**config.mk**
```make
export PLATFORM = sky130hd
export DESIGN_NAME = data_mem_arbiter_flat
export DESIGN_NICKNAME = d
export VERILOG_FILES = /design/src/rtl/data_mem_arbiter_pkg.sv /design/src/rtl/data_mem_arbiter_if.sv /design/src/rtl/data_mem_arbiter_rr_arb.sv /design/src/rtl/data_mem_arbiter.sv /design/src/flat_wrapper.sv
export SDC_FILE = /design/constraint.sdc
export NUM_CORES = 1
export LEC_CHECK = 0
export BUFFER_PORTS_ARGS = -buffer_cell sky130_fd_sc_hd__buf_2
export CORE_AREA = 2 2 131 133
export CTS_CLUSTER_SIZE = 20
export DETAILED_ROUTE_END_ITERATION = 7
export DIE_AREA = 0 0 133 135
export GPL_ROUTABILITY_DRIVEN = 0
export PLACE_DENSITY = 0.7
export SLEW_MARGIN = 5
export SYNTH_ARGS = -nofsm -noshare
export SYNTH_HDL_FRONTEND = slang
export SYNTH_HIERARCHICAL = 1
export SYNTH_SLANG_ARGS = --single-unit
```
**constraint.sdc**
```tcl
create_clock -name clk -period 1.7 [get_ports clk]
set_clock_uncertainty 0.2 [all_clocks]
set_input_delay 0.085 -clock clk [delete_from_list [all_inputs] [get_ports clk]]
set_output_delay 0.085 -clock clk [all_outputs]
set_load 0.01 [all_outputs]
```
**src/rtl/data_mem_arbiter_pkg.sv**
```systemverilog
// dmem_pkg: shared types and helpers for the data memory arbiter.
// Holds the FSM encoding, RV32I width codes and the legality check.
package dmem_pkg;

  typedef enum logic [1:0] {
    S_IDLE   = 2'd0,
    S_ACCESS = 2'd1,
    S_RESP   = 2'd2
  } state_e;

  localparam logic [2:0] F3_B  = 3'b000;
  localparam logic [2:0] F3_H  = 3'b001;
  localparam logic [2:0] F3_W  = 3'b010;
  localparam logic [2:0] F3_BU = 3'b100;
  localparam logic [2:0] F3_HU = 3'b101;

  localparam int FUNCT3_LSB = 12;

  function automatic logic dmem_access_legal(
    input logic       we,
    input logic [2:0] funct3,
    input logic [1:0] addr_lo
  );
    logic ok;
    ok = 1'b0;
    unique case (funct3)
      F3_B:    ok = 1'b1;
      F3_H:    ok = !addr_lo[0];
      F3_W:    ok = (addr_lo == 2'b00);
      F3_BU:   ok = !we;
      F3_HU:   ok = !we && !addr_lo[0];
      default: ok = 1'b0;
    endcase
    return ok;
  endfunction

endpackage

```
**src/rtl/data_mem_arbiter_if.sv**
```systemverilog
// dmem_req_if: one requester's valid/ready request channel
// plus its single-cycle response pulse.
interface dmem_req_if #(
  parameter int ADDR_W = 32
);
  logic              req_valid;
  logic              req_ready;
  logic              req_we;
  logic [2:0]        req_funct3;
  logic [ADDR_W-1:0] req_addr;
  logic [31:0]       req_wdata;
  logic              rsp_valid;
  logic [31:0]       rsp_rdata;
  logic              rsp_err;

  modport master (
    output req_valid, req_we, req_funct3,
    output req_addr, req_wdata,
    input  req_ready, rsp_valid, rsp_rdata, rsp_err
  );

  modport slave (
    input  req_valid, req_we, req_funct3,
    input  req_addr, req_wdata,
    output req_ready, rsp_valid, rsp_rdata, rsp_err
  );
endinterface

```
**src/rtl/data_mem_arbiter_rr_arb.sv**
```systemverilog
// dmem_rr_arb: 2-way round-robin grant.
// On a tie the requester that did not win last time is chosen.
module dmem_rr_arb (
  input  logic [1:0] valid,
  input  logic       last_grant,
  output logic [1:0] grant
);

  // one-hot grant from current requests and previous winner
  always_comb begin
    grant = 2'b00;
    unique case (valid)
      2'b01:   grant = 2'b01;
      2'b10:   grant = 2'b10;
      2'b11:   grant = last_grant ? 2'b01 : 2'b10;
      default: grant = 2'b00;
    endcase
  end

endmodule

```
**src/rtl/data_mem_arbiter.sv**
```systemverilog
// data_mem_arbiter: shares Data_Memory between two requesters.
// Each transaction runs accept -> access -> respond, 3 cycles.
module data_mem_arbiter
  import dmem_pkg::*;
#(
  parameter int ADDR_W = 32,
  parameter int DATA_W = 32
) (
  input  logic        clk,
  input  logic        rst,
  dmem_req_if.slave   m0,
  dmem_req_if.slave   m1,
  output logic        mem_read,
  output logic        mem_write,
  output logic [31:0] alu_result,
  output logic [31:0] rs2_data,
  output logic [31:0] instruction,
  input  logic [31:0] data_mem_data
);

  state_e state_q, state_d;

  logic [1:0] valid;
  logic [1:0] grant;
  logic       idle;
  logic       hs;
  logic       sel;
  logic       rsp_fire;

  logic              req_we;
  logic [2:0]        req_f3;
  logic [ADDR_W-1:0] req_addr;
  logic [DATA_W-1:0] req_wdata;

  logic              we_q;
  logic              err_q;
  logic              gnt_q;
  logic              last_grant_q;
  logic [2:0]        f3_q;
  logic [ADDR_W-1:0] addr_q;
  logic [DATA_W-1:0] wdata_q;
  logic [DATA_W-1:0] rdata_q;

  assign valid = {m1.req_valid, m0.req_valid};

  dmem_rr_arb u_arb (
    .valid      (valid),
    .last_grant (last_grant_q),
    .grant      (grant)
  );

  assign idle = (state_q == S_IDLE);
  assign hs   = idle && (grant != 2'b00);
  assign sel  = grant[1];

  assign m0.req_ready = idle && grant[0];
  assign m1.req_ready = idle && grant[1];

  assign req_we    = sel ? m1.req_we     : m0.req_we;
  assign req_f3    = sel ? m1.req_funct3 : m0.req_funct3;
  assign req_addr  = sel ? m1.req_addr   : m0.req_addr;
  assign req_wdata = sel ? m1.req_wdata  : m0.req_wdata;

  // FSM state register
  always_ff @(posedge clk) begin
    if (rst) state_q <= S_IDLE;
    else     state_q <= state_d;
  end

  // next state, memory strobes and response fire
  always_comb begin
    state_d   = state_q;
    mem_read  = 1'b0;
    mem_write = 1'b0;
    rsp_fire  = 1'b0;
    unique case (state_q)
      S_IDLE: begin
        if (hs) state_d = S_ACCESS;
      end
      S_ACCESS: begin
        state_d   = S_RESP;
        mem_read  = !err_q && !we_q;
        mem_write = !err_q && we_q;
      end
      S_RESP: begin
        state_d  = S_IDLE;
        rsp_fire = 1'b1;
      end
      default: state_d = S_IDLE;
    endcase
  end

  // latch the winning request and its legality at accept
  always_ff @(posedge clk) begin
    if (rst) begin
      we_q         <= 1'b0;
      err_q        <= 1'b0;
      gnt_q        <= 1'b0;
      last_grant_q <= 1'b1;
      f3_q         <= 3'b000;
      addr_q       <= '0;
      wdata_q      <= '0;
    end else if (hs) begin
      we_q         <= req_we;
      err_q        <= !dmem_access_legal(req_we, req_f3,
                                         req_addr[1:0]);
      gnt_q        <= sel;
      last_grant_q <= sel;
      f3_q         <= req_f3;
      addr_q       <= req_addr;
      wdata_q      <= req_wdata;
    end
  end

  // capture load data at the end of the access cycle
  always_ff @(posedge clk) begin
    if (rst) begin
      rdata_q <= '0;
    end else if (state_q == S_ACCESS) begin
      rdata_q <= (!we_q && !err_q) ? data_mem_data : '0;
    end
  end

  assign alu_result  = 32'(addr_q);
  assign rs2_data    = 32'(wdata_q);
  assign instruction = 32'(f3_q) << FUNCT3_LSB;

  assign m0.rsp_valid = rsp_fire && !gnt_q;
  assign m1.rsp_valid = rsp_fire && gnt_q;
  assign m0.rsp_rdata = m0.rsp_valid ? 32'(rdata_q) : 32'd0;
  assign m1.rsp_rdata = m1.rsp_valid ? 32'(rdata_q) : 32'd0;
  assign m0.rsp_err   = m0.rsp_valid && err_q;
  assign m1.rsp_err   = m1.rsp_valid && err_q;

endmodule
```
**src/flat_wrapper.sv**
```systemverilog
// flat-port wrapper written by rule: the top's interface ports become plain ports
module data_mem_arbiter_flat import dmem_pkg::*;
#(
  parameter int ADDR_W = 32,
  parameter int DATA_W = 32
)
  (clk, rst, mem_read, mem_write, alu_result, rs2_data, instruction, data_mem_data, m0_req_valid, m0_req_we, m0_req_funct3, m0_req_addr, m0_req_wdata, m0_req_ready, m0_rsp_valid, m0_rsp_rdata, m0_rsp_err, m1_req_valid, m1_req_we, m1_req_funct3, m1_req_addr, m1_req_wdata, m1_req_ready, m1_rsp_valid, m1_rsp_rdata, m1_rsp_err);
  dmem_req_if #(.ADDR_W(ADDR_W)) m0_i ();
  dmem_req_if #(.ADDR_W(ADDR_W)) m1_i ();
  input  logic clk;
  input  logic rst;
  output logic mem_read;
  output logic mem_write;
  output logic [31:0] alu_result;
  output logic [31:0] rs2_data;
  output logic [31:0] instruction;
  input  logic [31:0] data_mem_data;
  input wire logic [$bits(m0_i.req_valid)-1:0] m0_req_valid;
  input wire logic [$bits(m0_i.req_we)-1:0] m0_req_we;
  input wire logic [$bits(m0_i.req_funct3)-1:0] m0_req_funct3;
  input wire logic [$bits(m0_i.req_addr)-1:0] m0_req_addr;
  input wire logic [$bits(m0_i.req_wdata)-1:0] m0_req_wdata;
  output wire logic [$bits(m0_i.req_ready)-1:0] m0_req_ready;
  output wire logic [$bits(m0_i.rsp_valid)-1:0] m0_rsp_valid;
  output wire logic [$bits(m0_i.rsp_rdata)-1:0] m0_rsp_rdata;
  output wire logic [$bits(m0_i.rsp_err)-1:0] m0_rsp_err;
  input wire logic [$bits(m1_i.req_valid)-1:0] m1_req_valid;
  input wire logic [$bits(m1_i.req_we)-1:0] m1_req_we;
  input wire logic [$bits(m1_i.req_funct3)-1:0] m1_req_funct3;
  input wire logic [$bits(m1_i.req_addr)-1:0] m1_req_addr;
  input wire logic [$bits(m1_i.req_wdata)-1:0] m1_req_wdata;
  output wire logic [$bits(m1_i.req_ready)-1:0] m1_req_ready;
  output wire logic [$bits(m1_i.rsp_valid)-1:0] m1_rsp_valid;
  output wire logic [$bits(m1_i.rsp_rdata)-1:0] m1_rsp_rdata;
  output wire logic [$bits(m1_i.rsp_err)-1:0] m1_rsp_err;
  assign m0_i.req_valid = m0_req_valid;
  assign m0_i.req_we = m0_req_we;
  assign m0_i.req_funct3 = m0_req_funct3;
  assign m0_i.req_addr = m0_req_addr;
  assign m0_i.req_wdata = m0_req_wdata;
  assign m0_req_ready = m0_i.req_ready;
  assign m0_rsp_valid = m0_i.rsp_valid;
  assign m0_rsp_rdata = m0_i.rsp_rdata;
  assign m0_rsp_err = m0_i.rsp_err;
  assign m1_i.req_valid = m1_req_valid;
  assign m1_i.req_we = m1_req_we;
  assign m1_i.req_funct3 = m1_req_funct3;
  assign m1_i.req_addr = m1_req_addr;
  assign m1_i.req_wdata = m1_req_wdata;
  assign m1_req_ready = m1_i.req_ready;
  assign m1_rsp_valid = m1_i.rsp_valid;
  assign m1_rsp_rdata = m1_i.rsp_rdata;
  assign m1_rsp_err = m1_i.rsp_err;
  data_mem_arbiter #(.ADDR_W(ADDR_W), .DATA_W(DATA_W)) u_core (.clk(clk), .rst(rst), .m0(m0_i), .m1(m1_i), .mem_read(mem_read), .mem_write(mem_write), .alu_result(alu_result), .rs2_data(rs2_data), .instruction(instruction), .data_mem_data(data_mem_data));
endmodule
```
-- After elaboration in Yosys (flattened, before gate mapping)
Cells that the tools add are included.
- equality and inequality tests: 10
- mux-type cells: 17
- reductions and logical operators: 20
- operator list (kind ; count):
    $mux W32 ; 5
    $logic_and A1 B1 Y1 ; 10
    $eq A2 B2 Y1 const B ; 3
    $eq A3 B3 Y1 const B ; 2
    $logic_not A1 Y1 ; 6
    $mux W1 ; 6
    $pmux W2 S3 ; 1
    $pmux W1 S5 ; 1
    $eq A2 B1 Y1 const B ; 2
    $logic_not A2 Y1 ; 2
    $mux W2 ; 2
    $pmux W2 S2 ; 1
    $eq A3 B1 Y1 const B ; 1
    $eq A3 B2 Y1 const B ; 1
    $logic_not A3 Y1 ; 1
    $mux W3 ; 1
    $ne A2 B2 Y1 const B ; 1
    $reduce_bool A2 Y1 ; 1
- bits in registers: 105
- bits of input ports: 172
- output and inout bits: 168

-- Depth between registers and ports, before layout
Gate-level depths: netlist (run 1).
- word-level depth: 9
- gate-level depth with buffers: 9
- mapped depth without buffers: 5

-- Hierarchy
The synthesis (run 1) kept the hierarchy.
- by module, submodules not included (module ; instances ; cells an instance ; area each (um^2) ; sequential area each (um^2)):
    data_mem_arbiter ; 1 ; 553 ; 5168.7 ; 2102.0
    dmem_rr_arb ; 1 ; 3 ; 18.8 ; 0.0

-- Least setup slack after synthesis (run 1)
OpenSTA, ideal clock, no wires.
- path type: register to register
- start: register u_core.last_grant_q
- end: register u_core.err_q
- library setup time: 116 ps
- arrival time: 1499 ps
- required time: 1384 ps
- path slack: -115 ps
- stages on the path, launching flop included: 6
- clock period less this slack: 1815 ps
- cells stage by stage: dfxtp_1 a21boi_0 buf_2 buf_1 a22oi_1 a31o_1
- cells in the longest elaborated chain, start to end: 9
- ends and longest elaborated chain (item ; RTL line ; text):
    from (decl) ; data_mem_arbiter.sv:38 ; logic last_grant_q;
    from (signal assigned) ; data_mem_arbiter.sv:108 ; last_grant_q <= sel;
    $mux W2 (*) ; data_mem_arbiter_rr_arb.sv:15 ; 2'b11: grant = last_grant ? 2'b01 : 2'b10;
    $pmux W2 S3 (*) ; data_mem_arbiter_rr_arb.sv:12 ; unique case (valid)
    net u_core.grant[1] ; data_mem_arbiter.sv:24 ; logic [1:0] grant;
    parallel branches: the longest is 7 deep, another holds $pmux W1 S5 ; -- ;
    to (signal assigned) ; data_mem_arbiter.sv:105 ; err_q <= !dmem_access_legal(req_we, req_f3,
    to (decl) ; data_mem_arbiter.sv:36 ; logic err_q;
Mark *: on every way through the listed nets, which the timed path passes. The select of a mux whose other input is x is not followed.
A chain may end at the register's enable or synchronous reset.

-- Worst setup path in the final report (run 1)
- start: register u_core.state_q[0]
- end: output port m0_rsp_rdata[0]
- cells in the longest elaborated chain, start to end: 4
- ends and longest elaborated chain (item ; RTL line ; text):
    from (decl) ; data_mem_arbiter.sv:21 ; state_e state_q, state_d;
    from (signal assigned) ; data_mem_arbiter.sv:67 ; else state_q <= state_d;
    $eq A2 B2 Y1 ; data_mem_arbiter.sv:76 ; unique case (state_q)
    $mux W1 ; data_mem_arbiter.sv:76 ;
    $logic_and A1 B1 Y1 ; data_mem_arbiter.sv:128 ; assign m0.rsp_valid = rsp_fire && !gnt_q;
    $mux W32 ; data_mem_arbiter.sv:130 ; assign m0.rsp_rdata = m0.rsp_valid ? 32'(rdata_q) : 32'd0;
    to (decl) ; flat_wrapper.sv:25 ; output wire logic [$bits(m0_i.rsp_rdata)-1:0] m0_rsp_rdata;
No other way between the ends.

==> impl_metrics.env, run 1 <==
export IMPL_critical_path_max_stage_delay_ns=0.37
export IMPL_yosysTopAreaCellShare_pct=40.52
export IMPL_hold_violations=0
export IMPL_dp_slack_ns=-0.08933
export IMPL_violations="negative setup slack"
export IMPL_synth_cells=556
export IMPL_synth_top_area_cell="dfxtp_1"
export IMPL_critPathTopFamily="buffers and inverters"
export IMPL_p_per_area_nw_per_um2=754.4
export IMPL_worstPathRequired_ns=1.41
export IMPL_area_growth_syn_to_layout_pct=93.15
export IMPL_io_pins=340
export IMPL_fin_util_pct=61.07
export IMPL_worst_path_max_fanout=8
export IMPL_dr_total_vias=6370
export IMPL_wl_per_cell_um=18.26
export IMPL_async_reset_ff_share_pct=0
export IMPL_htree_levels=3
export IMPL_startpoint_type="flop"
export IMPL_status="finished, violations left"
export IMPL_syn_area_per_cell_um2=9.330
export IMPL_synth_area_top_cells="dfxtp_1 41%, mux2i_1 13%, and2_1 8.2%, a211oi_1 7.1%, a21oi_1 6.7%"
export IMPL_cts_buffers=9
export IMPL_num_rows=47
export IMPL_io_buffers=310
export IMPL_min_path_type="primary input to flop"
export IMPL_fmax_ghz=0.5531
export IMPL_clk_latency_ns=0.35
export IMPL_route_detailed_drc=0
export IMPL_drt_total_wl_um=23100
export IMPL_yosysWarnings=6
export IMPL_die_h_um=135
export IMPL_setup_slack_ns=-0.1079
export IMPL_synth_edff_count=0
export IMPL_whs_ns=0.1099
export IMPL_post_route_period_util_pct=106.3
export IMPL_slew_headroom_pct=66.53
export IMPL_dieWidth_um=133
export IMPL_antenna_found_initial=1
export IMPL_crit_buf_inv=3
export IMPL_grt_pass1_vias=6276
export IMPL_stdcell_count=1265
export IMPL_grt_pass1_wl_um=31620
export IMPL_clk_path_buf_depth=2
export IMPL_coreArea_um2=16410
export IMPL_track_usage_pct=21.98
export IMPL_ir_worst_vdd_mv=0.6364
export IMPL_layout_min_cycle_time_ns=1.808
export IMPL_leakage_uw=0.004594
export IMPL_vias_per_cell=5.036
export IMPL_post_synth_num_cell_types=30
export IMPL_yosysMostFrequentCell="dfxtp_1"
export IMPL_setup_viol=69
export IMPL_die_area_um2=17960
export IMPL_drv_slew=0
export IMPL_fin_nets=1211
export IMPL_start_util_pct=31.62
export IMPL_finalPower_uw=7559
export IMPL_maxCapViolCount=0
export IMPL_rsz0062_at_grt="yes"
export IMPL_tightest_slew_ns=0.5020
export IMPL_clock_sinks=105
export IMPL_cts_tree="done"
export IMPL_dp_hpwl_um=11780
export IMPL_endpoint_kind="output pin"
export IMPL_final_antenna_net_count=0
export IMPL_cp_common_cell="buf_6"
export IMPL_crit_arrival_ns=1.52
export IMPL_synth_area_um2=5187
export IMPL_first_pass_iters=5
export IMPL_path_clk_slew_ns=0.08
export IMPL_path_cells="nor3b_4 > buf_6 > buf_8 > and2_4 > buf_6"
export IMPL_drive_gt1_share_pct=45.11
export IMPL_drt_iter0_markers=358
export IMPL_grt_max_degree=41
export IMPL_crit_slowest_cell="dfxtp_4"
export IMPL_path_class="flop to output pin"
export IMPL_dp_cells=1054
export IMPL_grt_overflow_total=0
export IMPL_synth_common_cells="105 x dfxtp_1, 69 x a21oi_1, 68 x and2_1, 68 x mux2i_1, 49 x a211oi_1"
export IMPL_cts_root_buf="clkbuf_16"
export IMPL_seq_area_frac_synth_pct=40.52
export IMPL_synthFlopType="dfxtp_1"
export IMPL_ys_ff_latch=105
## through the flow
step                      TNS, ns  cell area, um2
after floorplan           -0.2439            5309
after global placement          0            7086
after detailed placement   -2.274            7086
after CTS                  -3.460            9181
after global routing       -8.246           10020
final                      -3.377           10020
## layout make-up
class,instances,area (um2)
Fill cell,1217,6387
Timing Repair Buffer,529,4353
Multi-Input combinational cell,392,2975
Sequential cell,105,2115
Tap cell,220,275.3
Clock buffer,10,239.0
Clock inverter,6,50.05
Inverter,2,10.01
Antenna cell,1,2.502
## kinds of logic after synthesis
family	count (synthesis)	share of synthesized area, %
buffers and inverters	87	9.166
AO/OA/AOI/OAI	178	24.41
other	1	0.07229
flip-flops	105	40.52
multiplexers	68	13.12
AND/OR/NAND/NOR	117	12.71
## path summary, 6_finish.rpt
check | startpoint | to | slack, ns | depth (start not counted)
max | u_core/state_q[0] | m0_rsp_rdata[0] | -0.11 | 5
min | m1_req_valid | u_core/last_grant_q | 0.11 | 4
max reg2reg | u_core/last_grant_q | u_core/alu_result[17] | 0.01 | 7
min reg2reg | u_core/rs2_data[0] | u_core/rs2_data[0] | 0.31 | 2
## timing repair
item | 4_1_cts | 5_1_grt
setup endpoints to repair | 140 | 114
cloned | 1 | 13
hold buffers | 169 | 0
setup buffers | 3 | 8
resized for setup | 22 | 105
endpoints found under the hold margin | 103 | 0
pin swaps | 3 | 22
## layout by cell type, fill, tap and decap left out, drive strengths merged
cell type	netlist	final
nor3b	2	2
inv	2	4
clkinvlp	0	1
or2	1	1
nor4	1	1
nor4b	1	1
and2	68	68
a22oi	36	36
dfxtp	105	105
a21oi	69	69
buf	49	350
nor2	36	36
a31o	1	1
nand2	1	1
clkinv	0	3
diode	0	1
nor2b	1	1
dlygate4sd3	0	169
nand2b	2	2
nor3	1	1
and3b	2	2
or3b	1	1
a211o	1	1
a211oi	69	69
clkbuf	36	20
mux2i	68	68
conb	1	29
a21boi	2	2
## registers in the layout (all words and copies together), names as in the netlist
name,cells
u_core/f3_q,3
u_core/gnt_q,1
u_core/err_q,1
u_core/rdata_q,32
u_core/last_grant_q,1
u_core/alu_result,32
u_core/state_q,2
u_core/we_q,1
u_core/rs2_data,32
## worst min-delay path, stage by stage
cell	delay, ns
buf_2	0.10
a21boi_2	0.06
or3b_4	0.25
a211o_1	0.12
## power by group
| group | internal (uW) | total [uW] | switching, uW |
|---|---|---|---|
| Clock | 1050 | 2070 | 1020 |
| Sequential | 2730 | 2900 | 173 |
| Combinational | 1350 | 2580 | 1240 |
## routing by layer
metal	GRT usage, %	up-vias	wire length, um
met4	12.72	0	1038
met2	39.55	413	11570
met3	5.068	78	1822
met1	23.71	2964	8669
li1	-	2915	-
met5	0	-	0
No activity file was read; power rests on OpenSTA's default activity.
==> run 2: changes to the inputs <==
--- a/config.mk
+++ b/config.mk
@@ -11,7 +11,7 @@
 export DETAILED_ROUTE_END_ITERATION = 7
 export DIE_AREA = 0 0 133 135
 export GPL_ROUTABILITY_DRIVEN = 0
-export PLACE_DENSITY = 0.7
+export PLACE_DENSITY = 0.68
 export SLEW_MARGIN = 5
 export SYNTH_ARGS = -nofsm -noshare
 export SYNTH_HDL_FRONTEND = slang
==> constraint.sdc (replaced) <==
create_clock -name clk -period 1.96 [get_ports clk]
set_clock_uncertainty 0.2 [all_clocks]
set_input_delay 0.098 -clock clk [delete_from_list [all_inputs] [get_ports clk]]
set_output_delay 0.098 -clock clk [all_outputs]
set_load 0.01 [all_outputs]
==> run 2 against run 1 <==
Against the previous run: total power decreased by 20%; via count decreased by 6.9%; sequential power decreased by 13%; the flow now finishes without violations; largest power group unchanged; clock-buffer cell count decreased by 1; register-to-register slack improved by 0.10 ns.
==> impl_metrics.env, run 2 (synthesis gave the netlist of run 1 again) <==
export IMPL_num_antenna_cells=0
export IMPL_clk_latency_ns=0.35
export IMPL_clock_sinks=105
export IMPL_dp_hpwl_um=11890
export IMPL_htree_levels=3
export IMPL_io_buffers=310
export IMPL_worst_path_max_fanout=3
export IMPL_critical_path_max_stage_delay_ns=0.43
export IMPL_final_cell_mix="309 x buf_2, 169 x dlygate4sd3_1, 102 x dfxtp_1, 69 x a21oi_1, 68 x mux2i_1"
export IMPL_num_rows=47
export IMPL_path_cells="inv_1 > a21boi_1 > or3b_4 > inv_2 > buf_2"
export IMPL_cts_root_buf="clkbuf_16"
export IMPL_layout_min_cycle_time_ns=1.865
export IMPL_crit_slowest_cell="or3b_4"
export IMPL_clk_path_buf_depth=2
export IMPL_path_class="flop to output pin"
export IMPL_grt_pass1_vias=6124
export IMPL_drt_total_wl_um=20520
export IMPL_die_h_um=135
export IMPL_drv_slew=0
export IMPL_die_area_um2=17960
export IMPL_path_clk_slew_ns=0.07
export IMPL_final_common_cell="buf_2"
export IMPL_maxCapViolCount=0
export IMPL_endpoint_kind="output pin"
export IMPL_nFillCells=1403
export IMPL_cts_buffers=9
export IMPL_rsz0062_at_grt="no"
export IMPL_grt_overflow_total=0
export IMPL_wl_per_cell_um=16.68
export IMPL_fmax_ghz=0.5363
export IMPL_p_per_area_nw_per_um2=676.1
export IMPL_grt_pass1_wl_um=31660
export IMPL_post_cts_buffers=0
export IMPL_coreArea_um2=16410
export IMPL_crit_arrival_ns=1.57
export IMPL_post_route_period_util_pct=95.14
export IMPL_startpoint_type="flop"
export IMPL_finalPower_uw=6023
export IMPL_dieWidth_um=133
export IMPL_first_pass_iters=4
export IMPL_cts_tree="done"
export IMPL_area_growth_syn_to_layout_pct=71.73
export IMPL_final_antenna_net_count=0
export IMPL_start_util_pct=31.62
export IMPL_grt_max_degree=63
export IMPL_drive_gt1_share_pct=36.93
export IMPL_track_usage_pct=22.17
export IMPL_worstPathRequired_ns=1.66
export IMPL_setup_viol=0
export IMPL_drt_iter0_markers=313
export IMPL_fin_nets=1178
export IMPL_tns_ns=0
export IMPL_min_path_type="primary input to flop"
export IMPL_dr_total_vias=5928
export IMPL_hold_violations=0
export IMPL_ir_worst_vdd_mv=0.4444
export IMPL_status="finished clean"
export IMPL_route_detailed_drc=0
export IMPL_leakage_uw=0.004189
export IMPL_antenna_found_initial=0
export IMPL_vias_per_cell=4.820
export IMPL_io_pins=340
[run 2: changes by cell type in the layout (fill, tap and decap cells not counted), moves of 11 or more]
cell,before,now
buf_2,271,309
buf_6,41,0
and2_4,37,0
buf_12,20,9
a211oi_2,39,20
and2_1,31,67
a211oi_1,30,49
[run 2: critical path: cells and delay by family, from the launching register on]
kind	cells	cell delay, ns
buffers and inverters	3	0.27
AO/OA/AOI/OAI	1	0.15
flip-flops	1	0.37
AND/OR/NAND/NOR	1	0.43
[run 2: where the power goes]
| group | total, uW | switching [uW] | internal [uW] |
|---|---|---|---|
| combinational | 1780 | 913 | 870 |
| clock | 1720 | 847 | 874 |
| sequential | 2520 | 150 | 2370 |
| total | 6020 | 1910 | 4110 |
[run 2: worst paths after layout]
check                        startpoint                     to  slack, ns  cells after the start
setup reg to reg    u_core/last_grant_q  u_core/alu_result[14]       0.11                      5
hold / removal             m1_req_valid    u_core/last_grant_q       0.12                      4
hold reg to reg   u_core/alu_result[29]  u_core/alu_result[29]       0.31                      2
setup / recovery    u_core/last_grant_q           m0_req_ready        0.1                      5
[run 2: layout make-up]
class / count / area, um2 / area share, %
clock buffer: 9 / 225.2 / 2.528
clock inverter: 6 / 51.30 / 0.5758
inverter: 2 / 7.507 / 0.08427
multi-input combinational: 392 / 2755 / 30.93
sequential: 105 / 2108 / 23.67
tap: 220 / 275.3 / 3.090
timing repair buffer: 496 / 3486 / 39.13
[run 2: what timing repair did]
| action | 4_1_cts | 5_1_grt |
|---|---|---|
| setup endpoints to repair | 23 | 3 |
| pin swaps | 0 | 0 |
| hold endpoints to repair | 102 | 0 |
| hold buffers | 169 | 0 |
| resized for setup | 4 | 3 |
[run 2: per-stage QoR]
step	utilization [%]	hold WS (ns)	cells	setup slack, ns	instance area (um2)
6_report	54.30	0.1180	1230	0.09529	8909
2_1_floorplan	-	0.04630	584	0.1452	5293
3_3_place_gp	42.21	0.1322	1046	0.1838	6925
3_5_place_dp	42.21	0.1409	1046	0.08865	6925
5_1_grt	54.30	0.1334	1230	0.009021	8909
4_1_cts	54.24	0.1030	1230	0.01140	8900
[run 2: metal layers]
metal	vias up	share of wire, %	global-route usage (%)
met5	-	0	0
met1	2695	39	24.64
met2	324	49	38.83
li1	2835	-	-
met3	74	7.3	5.368
met4	0	4.7	12.72
==> run 3: changes to the inputs <==
--- a/config.mk
+++ b/config.mk
@@ -5,13 +5,13 @@
 export SDC_FILE = /design/constraint.sdc
 export NUM_CORES = 1
 export LEC_CHECK = 0
-export BUFFER_PORTS_ARGS = -buffer_cell sky130_fd_sc_hd__buf_2
-export CORE_AREA = 2 2 131 133
+export CORE_AREA = 2 2 130 132
 export CTS_CLUSTER_SIZE = 20
 export DETAILED_ROUTE_END_ITERATION = 7
-export DIE_AREA = 0 0 133 135
+export DIE_AREA = 0 0 132 134
+export DONT_BUFFER_PORTS = 1
 export GPL_ROUTABILITY_DRIVEN = 0
-export PLACE_DENSITY = 0.68
+export PLACE_DENSITY = 0.51
 export SLEW_MARGIN = 5
 export SYNTH_ARGS = -nofsm -noshare
 export SYNTH_HDL_FRONTEND = slang
==> run 3 against run 2 <==
Against the previous run: the run now ends with negative hold slack left; setup slack gained 0.011 ns; combinational power shrank 44%; total power shrank 6.8%; cell area shrank 35%; core utilization shrank 19 points; clock power grew 16%; critical path type is now flop to flop; highest routed layer unchanged.
==> impl_metrics.env, run 3 (synthesis gave the netlist of run 1 again) <==
export IMPL_num_rows=47
export IMPL_num_antenna_cells=0
export IMPL_status="finished, violations left"
export IMPL_cts_root_buf="clkbuf_16"
export IMPL_dp_hpwl_um=9900
export IMPL_wl_per_cell_um=19.26
export IMPL_startpoint_type="flop"
export IMPL_die_area_um2=17690
export IMPL_leakage_uw=0.002148
export IMPL_clock_sinks=105
export IMPL_crit_slowest_cell="dfxtp_1"
export IMPL_cts_buffers=9
export IMPL_placedInstanceArea_um2=5324
export IMPL_layout_min_cycle_time_ns=1.853
export IMPL_vias_per_cell=5.332
export IMPL_dieWidth_um=132
export IMPL_clk_path_buf_depth=2
export IMPL_io_pins=340
export IMPL_grt_pass1_wl_um=21830
export IMPL_tns_ns=0
export IMPL_path_clk_slew_ns=0.08
export IMPL_drive_gt1_share_pct=10.54
export IMPL_drv_slew=0
export IMPL_final_antenna_net_count=0
export IMPL_hold_violations=104
export IMPL_final_common_cell="dfxtp_1"
export IMPL_path_cells="a21boi_4 > or2_2 > and2_2 > buf_12 > a211oi_1"
export IMPL_route_detailed_drc=0
export IMPL_crit_arrival_ns=1.91
export IMPL_whs_ns=-0.3698
export IMPL_hold_buffers=11
export IMPL_worst_path_max_fanout=41
export IMPL_drt_iter0_markers=190
export IMPL_path_class="flop to flop"
export IMPL_first_pass_iters=4
export IMPL_violations="negative hold slack"
export IMPL_grt_max_degree=106
export IMPL_drt_total_wl_um=14660
export IMPL_fmax_ghz=0.5395
export IMPL_p_per_area_nw_per_um2=969.7
export IMPL_fin_nets=708
export IMPL_endpoint_kind="flop"
export IMPL_cts_tree="done"
export IMPL_antenna_found_initial=0
export IMPL_min_path_type="primary input to flop"
export IMPL_post_route_period_util_pct=94.56
export IMPL_final_cell_mix="104 x dfxtp_1, 69 x a21oi_1, 68 x mux2i_1, 67 x and2_1, 49 x a211oi_1"
export IMPL_dr_total_vias=4058
export IMPL_htree_levels=3
export IMPL_fin_util_pct=35.54
export IMPL_io_buffers=0
export IMPL_worstPathRequired_ns=2.01
export IMPL_clk_latency_ns=0.35
export IMPL_grt_pass1_vias=3933
export IMPL_dp_slack_ns=0.1522
export IMPL_critical_path_max_stage_delay_ns=0.40
export IMPL_die_h_um=134
export IMPL_rsz0062_at_grt="no"
export IMPL_grt_overflow_total=0
export IMPL_maxCapViolCount=0
export IMPL_coreArea_um2=16290
export IMPL_ir_worst_vdd_mv=0.5777
export IMPL_start_util_pct=31.85
export IMPL_post_route_cell_area_um2=5789
export IMPL_setup_slack_ns=0.1065
export IMPL_track_usage_pct=15.48
export IMPL_setup_viol=0
export IMPL_area_growth_syn_to_layout_pct=11.60
-- run 3: final timing paths --
path,from,end,slack [ns],cells past startpoint
setup reg to reg,u_core/last_grant_q,u_core/alu_result[9],0.11,5
hold / removal,rst,u_core/rdata_q[27],-0.37,1
setup / recovery,u_core/last_grant_q,u_core/alu_result[9],0.11,5
hold reg to reg,u_core/rdata_q[20],u_core/rdata_q[20],0.32,2
-- run 3: timing repair --
action,4_1_cts,5_1_grt
gates resized for setup,0,6
setup endpoints to repair,0,68
setup buffers,0,0
hold endpoints to repair,105,103
-- run 3: layout make-up --
type / instances / area (um2)
fillers: 1637 / 10500
well taps: 220 / 275.3
clock buffers: 10 / 229.0
inverters: 2 / 7.507
repair buffers: 26 / 330.3
flip-flops and latches: 105 / 2103
clock inverters: 6 / 97.59
multi-input cells: 392 / 2746
-- run 3: critical path, delay by kind of cell, from the launching register on --
family          cells  cell delay (ns)
flops               1             0.40
simple gates        2             0.61
buf+inv             1             0.18
compound gates      2             0.34
-- run 3: report_power, final --
| part | switching, uW | leakage, uW | total (uW) | internal [uW] |
|---|---|---|---|---|
| combinational | 564 | 0.00112 | 989 | 425 |
| clock | 844 | 0.000160 | 1990 | 1140 |
| sequential | 269 | 0.000867 | 2640 | 2370 |
| total | 1680 | 0.00215 | 5610 | 3940 |
-- run 3: metrics by stage --
step | hold slack [ns] | power (uW) | instances
after floorplan | 0.04630 | 3448 | 584
after global placement | -0.01954 | 3616 | 733
after detailed placement | -0.01832 | 3652 | 733
after CTS | -0.4052 | 5691 | 760
after global routing | -0.3977 | 5916 | 761
final | -0.3698 | 5614 | 761
-- run 3: routing by layer --
layer / wire [um] / vias to the layer above / global-route usage, %
li1: - / 1904 / -
met1: 5820 / 1927 / 17.12
met2: 7442 / 216 / 27.78
met3: 1177 / 11 / 5.253
met4: 218 / 0 / 5.314
met5: 0 / - / 0
